## src/rtl/chime_alarm_ctrl_pkg.sv

```systemverilog
// Shared definitions for the chime/alarm buzzer sequencer: state and buzzer
// codes, chime second constants and BCD helpers.
package chime_pkg;

    typedef enum logic [1:0] {
        ST_IDLE   = 2'd0,
        ST_RING   = 2'd1,
        ST_SNOOZE = 2'd2
    } state_e;

    localparam logic [1:0] BUZZ_OFF   = 2'b00;
    localparam logic [1:0] BUZZ_SHORT = 2'b01;
    localparam logic [1:0] BUZZ_LONG  = 2'b10;
    localparam logic [1:0] BUZZ_ALARM = 2'b11;

    localparam logic [6:0] CHIME_MIN   = 7'd59;
    localparam logic [6:0] CHIME_SEC_0 = 7'd50;
    localparam logic [6:0] CHIME_SEC_1 = 7'd52;
    localparam logic [6:0] CHIME_SEC_2 = 7'd54;
    localparam logic [6:0] CHIME_SEC_3 = 7'd56;
    localparam logic [6:0] CHIME_SEC_4 = 7'd58;

    // Two BCD digits to binary; only meaningful when both digits are <= 9.
    function automatic logic [6:0] bcd2bin(input logic [3:0] tens, input logic [3:0] ones);
        return ({3'b000, tens} * 7'd10) + {3'b000, ones};
    endfunction

    function automatic logic bcd_ok(input logic [3:0] digit);
        return (digit <= 4'd9);
    endfunction

endpackage

```

## src/rtl/chime_alarm_ctrl_if.sv

```systemverilog
// Bundle between the timekeeping counters / buttons and the buzzer sequencer.
interface chime_alarm_ctrl_if;
    logic       tick_1hz;
    logic [3:0] h1, h2, m1, m2, s1, s2;
    logic       chime_en;
    logic       alarm_en;
    logic [3:0] al_h1, al_h2, al_m1, al_m2;
    logic       snooze_btn;
    logic       stop_btn;
    logic [1:0] buzz_mode;
    logic       alarm_ringing;
    logic       alarm_snoozed;

    modport master (
        output tick_1hz, h1, h2, m1, m2, s1, s2, chime_en, alarm_en,
               al_h1, al_h2, al_m1, al_m2, snooze_btn, stop_btn,
        input  buzz_mode, alarm_ringing, alarm_snoozed
    );

    modport slave (
        input  tick_1hz, h1, h2, m1, m2, s1, s2, chime_en, alarm_en,
               al_h1, al_h2, al_m1, al_m2, snooze_btn, stop_btn,
        output buzz_mode, alarm_ringing, alarm_snoozed
    );
endinterface

```

## src/rtl/chime_alarm_ctrl_sec_countdown.sv

```systemverilog
// Loadable seconds down-counter shared by RING and SNOOZE; done pulses on the
// tick that takes the count from 1 to 0.
module sec_countdown #(
    parameter int W = 9
) (
    input  logic         clk,
    input  logic         rst,
    input  logic         en_i,
    input  logic         tick_i,
    input  logic         load_i,
    input  logic [W-1:0] load_val_i,
    output logic         done_o
);
    logic [W-1:0] cnt_q;

    // Load has priority over counting; the count saturates at zero.
    always_ff @(posedge clk) begin
        if (rst) begin
            cnt_q <= {W{1'b0}};
        end else if (load_i) begin
            cnt_q <= load_val_i;
        end else if (en_i && tick_i && (cnt_q != {W{1'b0}})) begin
            cnt_q <= cnt_q - {{(W-1){1'b0}}, 1'b1};
        end else begin
            cnt_q <= cnt_q;
        end
    end

    assign done_o = en_i && tick_i && (cnt_q == {{(W-1){1'b0}}, 1'b1});

endmodule

```

## src/rtl/chime_alarm_ctrl.sv

```systemverilog
// Buzzer sequencer: hourly chime beeps plus the alarm ring/snooze FSM, with the
// alarm always taking the buzzer over the chime.
module chime_alarm_ctrl
    import chime_pkg::*;
#(
    parameter int SNOOZE_MIN     = 5,
    parameter int RING_TIMEOUT_S = 60,
    parameter int MAX_SNOOZE     = 3
) (
    input  logic              clk,
    input  logic              rst,
    chime_alarm_ctrl_if.slave bus
);
    localparam int SNOOZE_S = SNOOZE_MIN * 60;
    localparam int CNT_MAX  = (SNOOZE_S > RING_TIMEOUT_S) ? SNOOZE_S : RING_TIMEOUT_S;
    localparam int CNT_W    = $clog2(CNT_MAX + 1);
    localparam int SNZ_W    = $clog2(MAX_SNOOZE + 1);

    localparam logic [CNT_W-1:0] RING_LOAD   = CNT_W'(RING_TIMEOUT_S);
    localparam logic [CNT_W-1:0] SNOOZE_LOAD = CNT_W'(SNOOZE_S);
    localparam logic [SNZ_W-1:0] SNZ_LIMIT   = SNZ_W'(MAX_SNOOZE);

    localparam logic [1:0] S_IDLE   = ST_IDLE;
    localparam logic [1:0] S_RING   = ST_RING;
    localparam logic [1:0] S_SNOOZE = ST_SNOOZE;

    logic [1:0]       state_q, state_d;
    logic [SNZ_W-1:0] snz_cnt_q, snz_cnt_d;
    logic [1:0]       beep_mode_q, beep_mode_d;
    logic [1:0]       beep_cnt_q, beep_cnt_d;
    logic [1:0]       buzz_q, buzz_d;
    logic             ringing_q, ringing_d;
    logic             snoozed_q, snoozed_d;

    logic [6:0]       hour_s, min_s, sec_s, al_hour_s, al_min_s;
    logic             time_ok_s, alarm_ok_s;
    logic             chime_short_s, chime_long_s, trigger_s;
    logic             cnt_load_s, cnt_done_s;
    logic [CNT_W-1:0] cnt_load_val_s;

    // Time decode: any non-BCD digit or an hour past 23 blocks every match.
    always_comb begin
        hour_s     = bcd2bin(bus.h1, bus.h2);
        min_s      = bcd2bin(bus.m1, bus.m2);
        sec_s      = bcd2bin(bus.s1, bus.s2);
        al_hour_s  = bcd2bin(bus.al_h1, bus.al_h2);
        al_min_s   = bcd2bin(bus.al_m1, bus.al_m2);
        time_ok_s  = bcd_ok(bus.h1) && bcd_ok(bus.h2) && bcd_ok(bus.m1) &&
                     bcd_ok(bus.m2) && bcd_ok(bus.s1) && bcd_ok(bus.s2) &&
                     (hour_s <= 7'd23);
        alarm_ok_s = bcd_ok(bus.al_h1) && bcd_ok(bus.al_h2) &&
                     bcd_ok(bus.al_m1) && bcd_ok(bus.al_m2) &&
                     (al_hour_s <= 7'd23);
        chime_short_s = bus.tick_1hz && bus.chime_en && time_ok_s &&
                        (min_s == CHIME_MIN) &&
                        ((sec_s == CHIME_SEC_0) || (sec_s == CHIME_SEC_1) ||
                         (sec_s == CHIME_SEC_2) || (sec_s == CHIME_SEC_3) ||
                         (sec_s == CHIME_SEC_4));
        chime_long_s  = bus.tick_1hz && bus.chime_en && time_ok_s &&
                        (min_s == 7'd0) && (sec_s == 7'd0);
        trigger_s     = bus.tick_1hz && bus.alarm_en && time_ok_s && alarm_ok_s &&
                        (state_q == S_IDLE) && (hour_s == al_hour_s) &&
                        (min_s == al_min_s) && (sec_s == 7'd0);
    end

    sec_countdown #(.W(CNT_W)) u_countdown (
        .clk        (clk),
        .rst        (rst),
        .en_i       (state_q != S_IDLE),
        .tick_i     (bus.tick_1hz),
        .load_i     (cnt_load_s),
        .load_val_i (cnt_load_val_s),
        .done_o     (cnt_done_s)
    );

    // Alarm FSM; buttons are evaluated ahead of counter expiry so they win.
    always_comb begin
        state_d        = state_q;
        snz_cnt_d      = snz_cnt_q;
        cnt_load_s     = 1'b0;
        cnt_load_val_s = RING_LOAD;
        case (state_q)
            S_IDLE: begin
                if (trigger_s) begin
                    state_d    = S_RING;
                    cnt_load_s = 1'b1;
                    snz_cnt_d  = {SNZ_W{1'b0}};
                end else begin
                    state_d = S_IDLE;
                end
            end
            S_RING: begin
                if (!bus.alarm_en || bus.stop_btn) begin
                    state_d = S_IDLE;
                end else if (bus.snooze_btn) begin
                    if (snz_cnt_q < SNZ_LIMIT) begin
                        state_d        = S_SNOOZE;
                        cnt_load_s     = 1'b1;
                        cnt_load_val_s = SNOOZE_LOAD;
                        snz_cnt_d      = snz_cnt_q + {{(SNZ_W-1){1'b0}}, 1'b1};
                    end else begin
                        state_d = S_IDLE;
                    end
                end else if (cnt_done_s) begin
                    state_d = S_IDLE;
                end else begin
                    state_d = S_RING;
                end
            end
            S_SNOOZE: begin
                if (!bus.alarm_en || bus.stop_btn) begin
                    state_d = S_IDLE;
                end else if (cnt_done_s) begin
                    state_d    = S_RING;
                    cnt_load_s = 1'b1;
                end else begin
                    state_d = S_SNOOZE;
                end
            end
            default: begin
                state_d = S_IDLE;
            end
        endcase
    end

    // Chime beep: ringing discards it, the alarm trigger included, so a beep never queues.
    always_comb begin
        beep_mode_d = beep_mode_q;
        beep_cnt_d  = beep_cnt_q;
        if (!bus.chime_en || (state_d == S_RING)) begin
            beep_mode_d = BUZZ_OFF;
            beep_cnt_d  = 2'd0;
        end else if (chime_long_s) begin
            beep_mode_d = BUZZ_LONG;
            beep_cnt_d  = 2'd2;
        end else if (chime_short_s) begin
            beep_mode_d = BUZZ_SHORT;
            beep_cnt_d  = 2'd1;
        end else if (bus.tick_1hz && (beep_cnt_q != 2'd0)) begin
            beep_cnt_d = beep_cnt_q - 2'd1;
            if (beep_cnt_q == 2'd1) begin
                beep_mode_d = BUZZ_OFF;
            end else begin
                beep_mode_d = beep_mode_q;
            end
        end else begin
            beep_cnt_d = beep_cnt_q;
        end
    end

    // Output arbitration from next state so outputs land one edge after the event.
    always_comb begin
        if (state_d == S_RING) begin
            buzz_d = BUZZ_ALARM;
        end else if (beep_cnt_d != 2'd0) begin
            buzz_d = beep_mode_d;
        end else begin
            buzz_d = BUZZ_OFF;
        end
        ringing_d = (state_d == S_RING);
        snoozed_d = (state_d == S_SNOOZE);
    end

    // State, beep and output registers.
    always_ff @(posedge clk) begin
        if (rst) begin
            state_q     <= S_IDLE;
            snz_cnt_q   <= {SNZ_W{1'b0}};
            beep_mode_q <= BUZZ_OFF;
            beep_cnt_q  <= 2'd0;
            buzz_q      <= BUZZ_OFF;
            ringing_q   <= 1'b0;
            snoozed_q   <= 1'b0;
        end else begin
            state_q     <= state_d;
            snz_cnt_q   <= snz_cnt_d;
            beep_mode_q <= beep_mode_d;
            beep_cnt_q  <= beep_cnt_d;
            buzz_q      <= buzz_d;
            ringing_q   <= ringing_d;
            snoozed_q   <= snoozed_d;
        end
    end

    assign bus.buzz_mode     = buzz_q;
    assign bus.alarm_ringing = ringing_q;
    assign bus.alarm_snoozed = snoozed_q;

endmodule

```

## src/flat_wrapper.sv

```systemverilog
// flat-port wrapper written by rule: the top's interface ports become plain ports
module chime_alarm_ctrl_flat import chime_pkg::*;
#(
    parameter int SNOOZE_MIN     = 5,
    parameter int RING_TIMEOUT_S = 60,
    parameter int MAX_SNOOZE     = 3
)
  (clk, rst, bus_tick_1hz, bus_h1, bus_h2, bus_m1, bus_m2, bus_s1, bus_s2, bus_chime_en, bus_alarm_en, bus_al_h1, bus_al_h2, bus_al_m1, bus_al_m2, bus_snooze_btn, bus_stop_btn, bus_buzz_mode, bus_alarm_ringing, bus_alarm_snoozed);
  chime_alarm_ctrl_if bus_i ();
  input  logic clk;
  input  logic rst;
  input wire logic [$bits(bus_i.tick_1hz)-1:0] bus_tick_1hz;
  input wire logic [$bits(bus_i.h1)-1:0] bus_h1;
  input wire logic [$bits(bus_i.h2)-1:0] bus_h2;
  input wire logic [$bits(bus_i.m1)-1:0] bus_m1;
  input wire logic [$bits(bus_i.m2)-1:0] bus_m2;
  input wire logic [$bits(bus_i.s1)-1:0] bus_s1;
  input wire logic [$bits(bus_i.s2)-1:0] bus_s2;
  input wire logic [$bits(bus_i.chime_en)-1:0] bus_chime_en;
  input wire logic [$bits(bus_i.alarm_en)-1:0] bus_alarm_en;
  input wire logic [$bits(bus_i.al_h1)-1:0] bus_al_h1;
  input wire logic [$bits(bus_i.al_h2)-1:0] bus_al_h2;
  input wire logic [$bits(bus_i.al_m1)-1:0] bus_al_m1;
  input wire logic [$bits(bus_i.al_m2)-1:0] bus_al_m2;
  input wire logic [$bits(bus_i.snooze_btn)-1:0] bus_snooze_btn;
  input wire logic [$bits(bus_i.stop_btn)-1:0] bus_stop_btn;
  output wire logic [$bits(bus_i.buzz_mode)-1:0] bus_buzz_mode;
  output wire logic [$bits(bus_i.alarm_ringing)-1:0] bus_alarm_ringing;
  output wire logic [$bits(bus_i.alarm_snoozed)-1:0] bus_alarm_snoozed;
  assign bus_i.tick_1hz = bus_tick_1hz;
  assign bus_i.h1 = bus_h1;
  assign bus_i.h2 = bus_h2;
  assign bus_i.m1 = bus_m1;
  assign bus_i.m2 = bus_m2;
  assign bus_i.s1 = bus_s1;
  assign bus_i.s2 = bus_s2;
  assign bus_i.chime_en = bus_chime_en;
  assign bus_i.alarm_en = bus_alarm_en;
  assign bus_i.al_h1 = bus_al_h1;
  assign bus_i.al_h2 = bus_al_h2;
  assign bus_i.al_m1 = bus_al_m1;
  assign bus_i.al_m2 = bus_al_m2;
  assign bus_i.snooze_btn = bus_snooze_btn;
  assign bus_i.stop_btn = bus_stop_btn;
  assign bus_buzz_mode = bus_i.buzz_mode;
  assign bus_alarm_ringing = bus_i.alarm_ringing;
  assign bus_alarm_snoozed = bus_i.alarm_snoozed;
  chime_alarm_ctrl #(.SNOOZE_MIN(SNOOZE_MIN), .RING_TIMEOUT_S(RING_TIMEOUT_S), .MAX_SNOOZE(MAX_SNOOZE)) u_core (.clk(clk), .rst(rst), .bus(bus_i));
endmodule
```

## config.mk

```make
export PLATFORM = sky130hd
export DESIGN_NAME = chime_alarm_ctrl_flat
export DESIGN_NICKNAME = d
export VERILOG_FILES = /design/src/rtl/chime_alarm_ctrl_pkg.sv /design/src/rtl/chime_alarm_ctrl_if.sv /design/src/rtl/chime_alarm_ctrl_sec_countdown.sv /design/src/rtl/chime_alarm_ctrl.sv /design/src/flat_wrapper.sv
export SDC_FILE = /design/constraint.sdc
export NUM_CORES = 1
export LEC_CHECK = 0
export ABC_AREA = 1
export BUFFER_PORTS_ARGS = -buffer_cell sky130_fd_sc_hd__buf_4
export CAP_MARGIN = 5
export CORE_MARGIN = 3
export CORE_UTILIZATION = 50
export DETAILED_ROUTE_END_ITERATION = 7
export PLACE_DENSITY = 0.72
export SETUP_SLACK_MARGIN = 0.15
export SYNTH_ARGS = -nofsm -noshare
export SYNTH_HDL_FRONTEND = slang
export SYNTH_SLANG_ARGS = --single-unit
```

## constraint.sdc

```tcl
create_clock -name clk -period 2.9 [get_ports clk]
set_clock_uncertainty 0.05 [all_clocks]
set_input_delay 0.145 -clock clk [delete_from_list [all_inputs] [get_ports clk]]
set_output_delay 0.145 -clock clk [all_outputs]
set_load 0.02 [all_outputs]
```

==> results.py <==
metrics = {
    "power": {
        "power.total_uw": 999,
        "vdd_drop_max_mv": 0.215,
        "power.density_cell_area_nw_per_um2": 281,
        "static_leakage_uw": 0.00201,
    },
    "setup_path": {
        "timing.setup.critical_path_class": "input pin to flop",
        "r2r_setup_slack_ps": 820,
        "regToRegStartpoint": "u_core.u_countdown.cnt_q[0]",
        "cp.required_ps": 3010,
        "cp.arrival_ps": 2680,
        "worst-path-max-fanout": 6,
        "setup.worst_path.start_class": "input pin",
        "worstSetupEndpointType": "flop",
        "count_of_cells_along_the_worst_register_to_register_path": 10,
        "r2r-end": "u_core.u_countdown.cnt_q[2]",
    },
    "synth": {
        "yosysWarningCount": 0,
        "synthArstFlopShare_pct": 0,
        "mappedNetlistNets": 600,
        "library_cells_used_by_synthesis": 28,
        "sequential_share_of_the_synthesized_area_pct": 13.9,
        "synthCells": 507,
        "synth_area_um2": 3020,
        "predominant_post_synthesis_flop_cell": "sky130_fd_sc_hd__dfxtp_1",
        "synth-edff-count": 0,
        "number_of_register_bits_inferred_by_synthesis": 21,
        "synth_area_per_cell_um2": 5.95,
    },
    "floorplan": {
        "initial_utilization_pct": 53.1,
        "row_count": 27,
        "dieArea_um2": 7000,
        "dieHeight_um": 83.7,
        "die_width_um": 83.7,
        "core_um2": 5680,
        "ios": 51,
    },
    "global_route": {
        "global_route_congestion_overflow_total": 0,
        "global_route_wire_length_before_repair_mm": 12.4,
        "largest_net_degree_at_the_start_of_global_routing": 12,
        "antenna_found_initial": 0,
        "grt_pass1_vias": 2934,
        "global_route.usage.total_pct": 20.5,
    },
    "detailed_routing": {
        "dr_drc_count": 0,
        "firstDrtPassIters": 5,
        "detail_route.vias_per_cell": 4.91,
        "totalWireLength_mm": 6.94,
        "dr.first_iter.drc_count": 117,
        "dr_total_vias": 3116,
        "ant_nets": 0,
        "post_drt_wl_per_cell_um": 10.9,
    },
    "timing": {
        "final.period_utilization_pct": 88.9,
        "finalSetupViolCount": 0,
        "grt_setup_unrepaired": "yes",
        "hold_viol": 0,
        "setup_tns_ps": 0,
        "period_minus_slack_ps": 2580,
        "max-slew-margin-rel_pct": 60.3,
        "finalMaxSlewViolations": 0,
        "timing_worst_slew_pin_value_ps": 593,
        "clock.fmax_ghz": 0.388,
        "final_critical_path_setup_slack_ps": 322,
    },
    "placed_design": {
        "port_buffers": 50,
        "gpl.final_weighted_congestion": 0.890,
        "detailedPlace.worstSlack_ps": -14.2,
        "dp_hpwl_mm": 5.97,
    },
    "clock_tree": {
        "path_clk_slew_ps": 80,
        "cts_sinks": 21,
        "clock_insertion_delay_worst_skew_ps": 260,
        "number_of_h_tree_levels": 1,
        "maximum_clock_insertion_buffer_count": 2,
        "cts_buffers": 3,
        "cts_tree": "yes",
        "root_buffer": "sky130_fd_sc_hd__clkbuf_8",
        "cts-hold-fix-buffers": 0,
    },
    "min_path": {
        "min_delay_worst_endpoint": "u_core.bus.alarm_snoozed",
        "min_delay_path_depth": 2,
        "hold_path_startpoint": "rst",
        "class_of_the_tightest_hold_or_removal_check": "input pin to flop",
    },
    "layout": {
        "area_growth_syn_to_layout_pct": 18.0,
        "final_layout_size_suffix_gt1_share_pct": 12.8,
        "layout.nets": 657,
        "utilization_pct": 62.7,
        "final_cell_mix": "sky130_fd_sc_hd__nand2_1 (158), sky130_fd_sc_hd__inv_1 (90), sky130_fd_sc_hd__nor2_1 (52), sky130_fd_sc_hd__buf_4 (52), sky130_fd_sc_hd__nand3_1 (48)",
        "antenna_cells": 0,
        "fill_cells": 564,
        "commonest_non_fill_non_tap_cell_in_the_layout": "sky130_fd_sc_hd__nand2_1",
    },
    "status": {
        "outcome": "finished clean",
    },
    "run": {
        "maxCapViolations": 0,
    },
}
[logic make-up (layout without fill, tap and decap cells)]
group	count (synthesis)	in the layout	synth area share, %
fa+ha+maj	46	46	21.6
compound gates	32	32	5.60
xor+xnor	14	14	4.07
buf+inv	95	150	12.1
flops	21	21	13.9
simple gates	299	300	42.7
[cell type report]
cell class / instances / area (µm²) / share of cell area [%]
Tap cell: 72 / 90.1 / 2.53
Timing Repair Buffer: 52 / 390 / 11.0
Inverter: 94 / 353 / 9.91
Sequential cell: 21 / 420 / 11.8
Multi-Input combinational cell: 392 / 2260 / 63.5
Clock buffer: 4 / 45.0 / 1.27
[synth_stat cells, types with 2 or more instances]
master,instances,share of area [%]
sky130_fd_sc_hd__nand4_1,18,3.7
sky130_fd_sc_hd__nand2_2,2,0.41
sky130_fd_sc_hd__nand3_2,2,0.66
sky130_fd_sc_hd__inv_2,2,0.25
sky130_fd_sc_hd__xnor2_1,7,2.0
sky130_fd_sc_hd__fa_1,10,6.6
sky130_fd_sc_hd__nor3_1,5,0.83
sky130_fd_sc_hd__dfxtp_1,21,14
sky130_fd_sc_hd__nand3b_1,4,1.0
sky130_fd_sc_hd__ha_1,36,15
sky130_fd_sc_hd__nor2_1,55,6.8
sky130_fd_sc_hd__clkinv_1,2,0.25
sky130_fd_sc_hd__nand3_1,48,8.0
sky130_fd_sc_hd__nand2_1,158,20
sky130_fd_sc_hd__o21ai_0,19,3.2
sky130_fd_sc_hd__nor2_2,2,0.41
sky130_fd_sc_hd__xor2_1,7,2.0
sky130_fd_sc_hd__inv_1,90,11
sky130_fd_sc_hd__a21oi_1,10,1.7
[timing repair]
action,CTS,global route
buffers inserted,0,2
setup endpoints to repair,0,13
resized for setup,0,6
[through the flow]
| stage | hold slack [ps] | cells | instance area [µm²] |
|---|---|---|---|
| global route | 39.3 | 635 | 3560 |
| finish | 42.6 | 635 | 3560 |
| global placement | 316 | 628 | 3470 |
| floorplan | 164 | 507 | 3020 |
| CTS | 35.1 | 632 | 3510 |
| detailed placement | 322 | 628 | 3470 |
[routing by layer]
| metal | vias to the layer above | track usage, % | routed length [µm] | share of wire [%] |
|---|---|---|---|---|
| li1 | 1709 | - | - | - |
| met1 | 1329 | 29.9 | 3550 | 51 |
| met3 | 6 | 3.46 | 332 | 4.8 |
| met2 | 72 | 32.2 | 3020 | 43 |
| met5 | - | 0 | 0 | 0 |
| met4 | 0 | 2.78 | 40 | 0.58 |
[flip-flops by register name, indices dropped and copies added (netlist names)]
signal                    count
u_core.beep_mode_q            2
u_core.state_q                2
u_core.bus.alarm_ringing      1
u_core.snz_cnt_q              2
u_core.beep_cnt_q             2
u_core.u_countdown.cnt_q      9
u_core.bus.alarm_snoozed      1
u_core.bus.buzz_mode          2
[critical path, stage by stage]
cell	delay (ps)
sky130_fd_sc_hd__buf_4	130
sky130_fd_sc_hd__ha_1	300
sky130_fd_sc_hd__ha_1	190
sky130_fd_sc_hd__inv_1	70
sky130_fd_sc_hd__fa_1	450
sky130_fd_sc_hd__inv_1	110
sky130_fd_sc_hd__nand3_1	80
sky130_fd_sc_hd__nand2_1	110
sky130_fd_sc_hd__xor2_1	160
sky130_fd_sc_hd__nand2_1	60
sky130_fd_sc_hd__nor2_1	320
sky130_fd_sc_hd__nand3_4	180
sky130_fd_sc_hd__nand2_1	130
sky130_fd_sc_hd__inv_1	60
sky130_fd_sc_hd__a21oi_1	130
sky130_fd_sc_hd__nor2_1	50
[where the power goes]
| group | switching [µW] | internal, µW | total [µW] |
|---|---|---|---|
| Sequential | 0.0000327 | 288 | 288 |
| Combinational | 301 | 216 | 517 |
| Clock | 96.2 | 98.1 | 194 |
[how the worst max path moves through the flow]
stage,startpoint,end,slack (ps),cells after the start
floorplan,bus_m1[1],u_core.snz_cnt_q[1],490,17
global route,bus_h1[1],u_core.snz_cnt_q[1],90,17
global placement,bus_h1[1],u_core.bus.buzz_mode[1],80,17
finish,bus_al_h1[1],u_core.snz_cnt_q[1],320,16
detailed placement,bus_h1[1],u_core.snz_cnt_q[1],-10,17
CTS,bus_h1[1],u_core.snz_cnt_q[1],270,17
(Power assumes the default switching activity.)
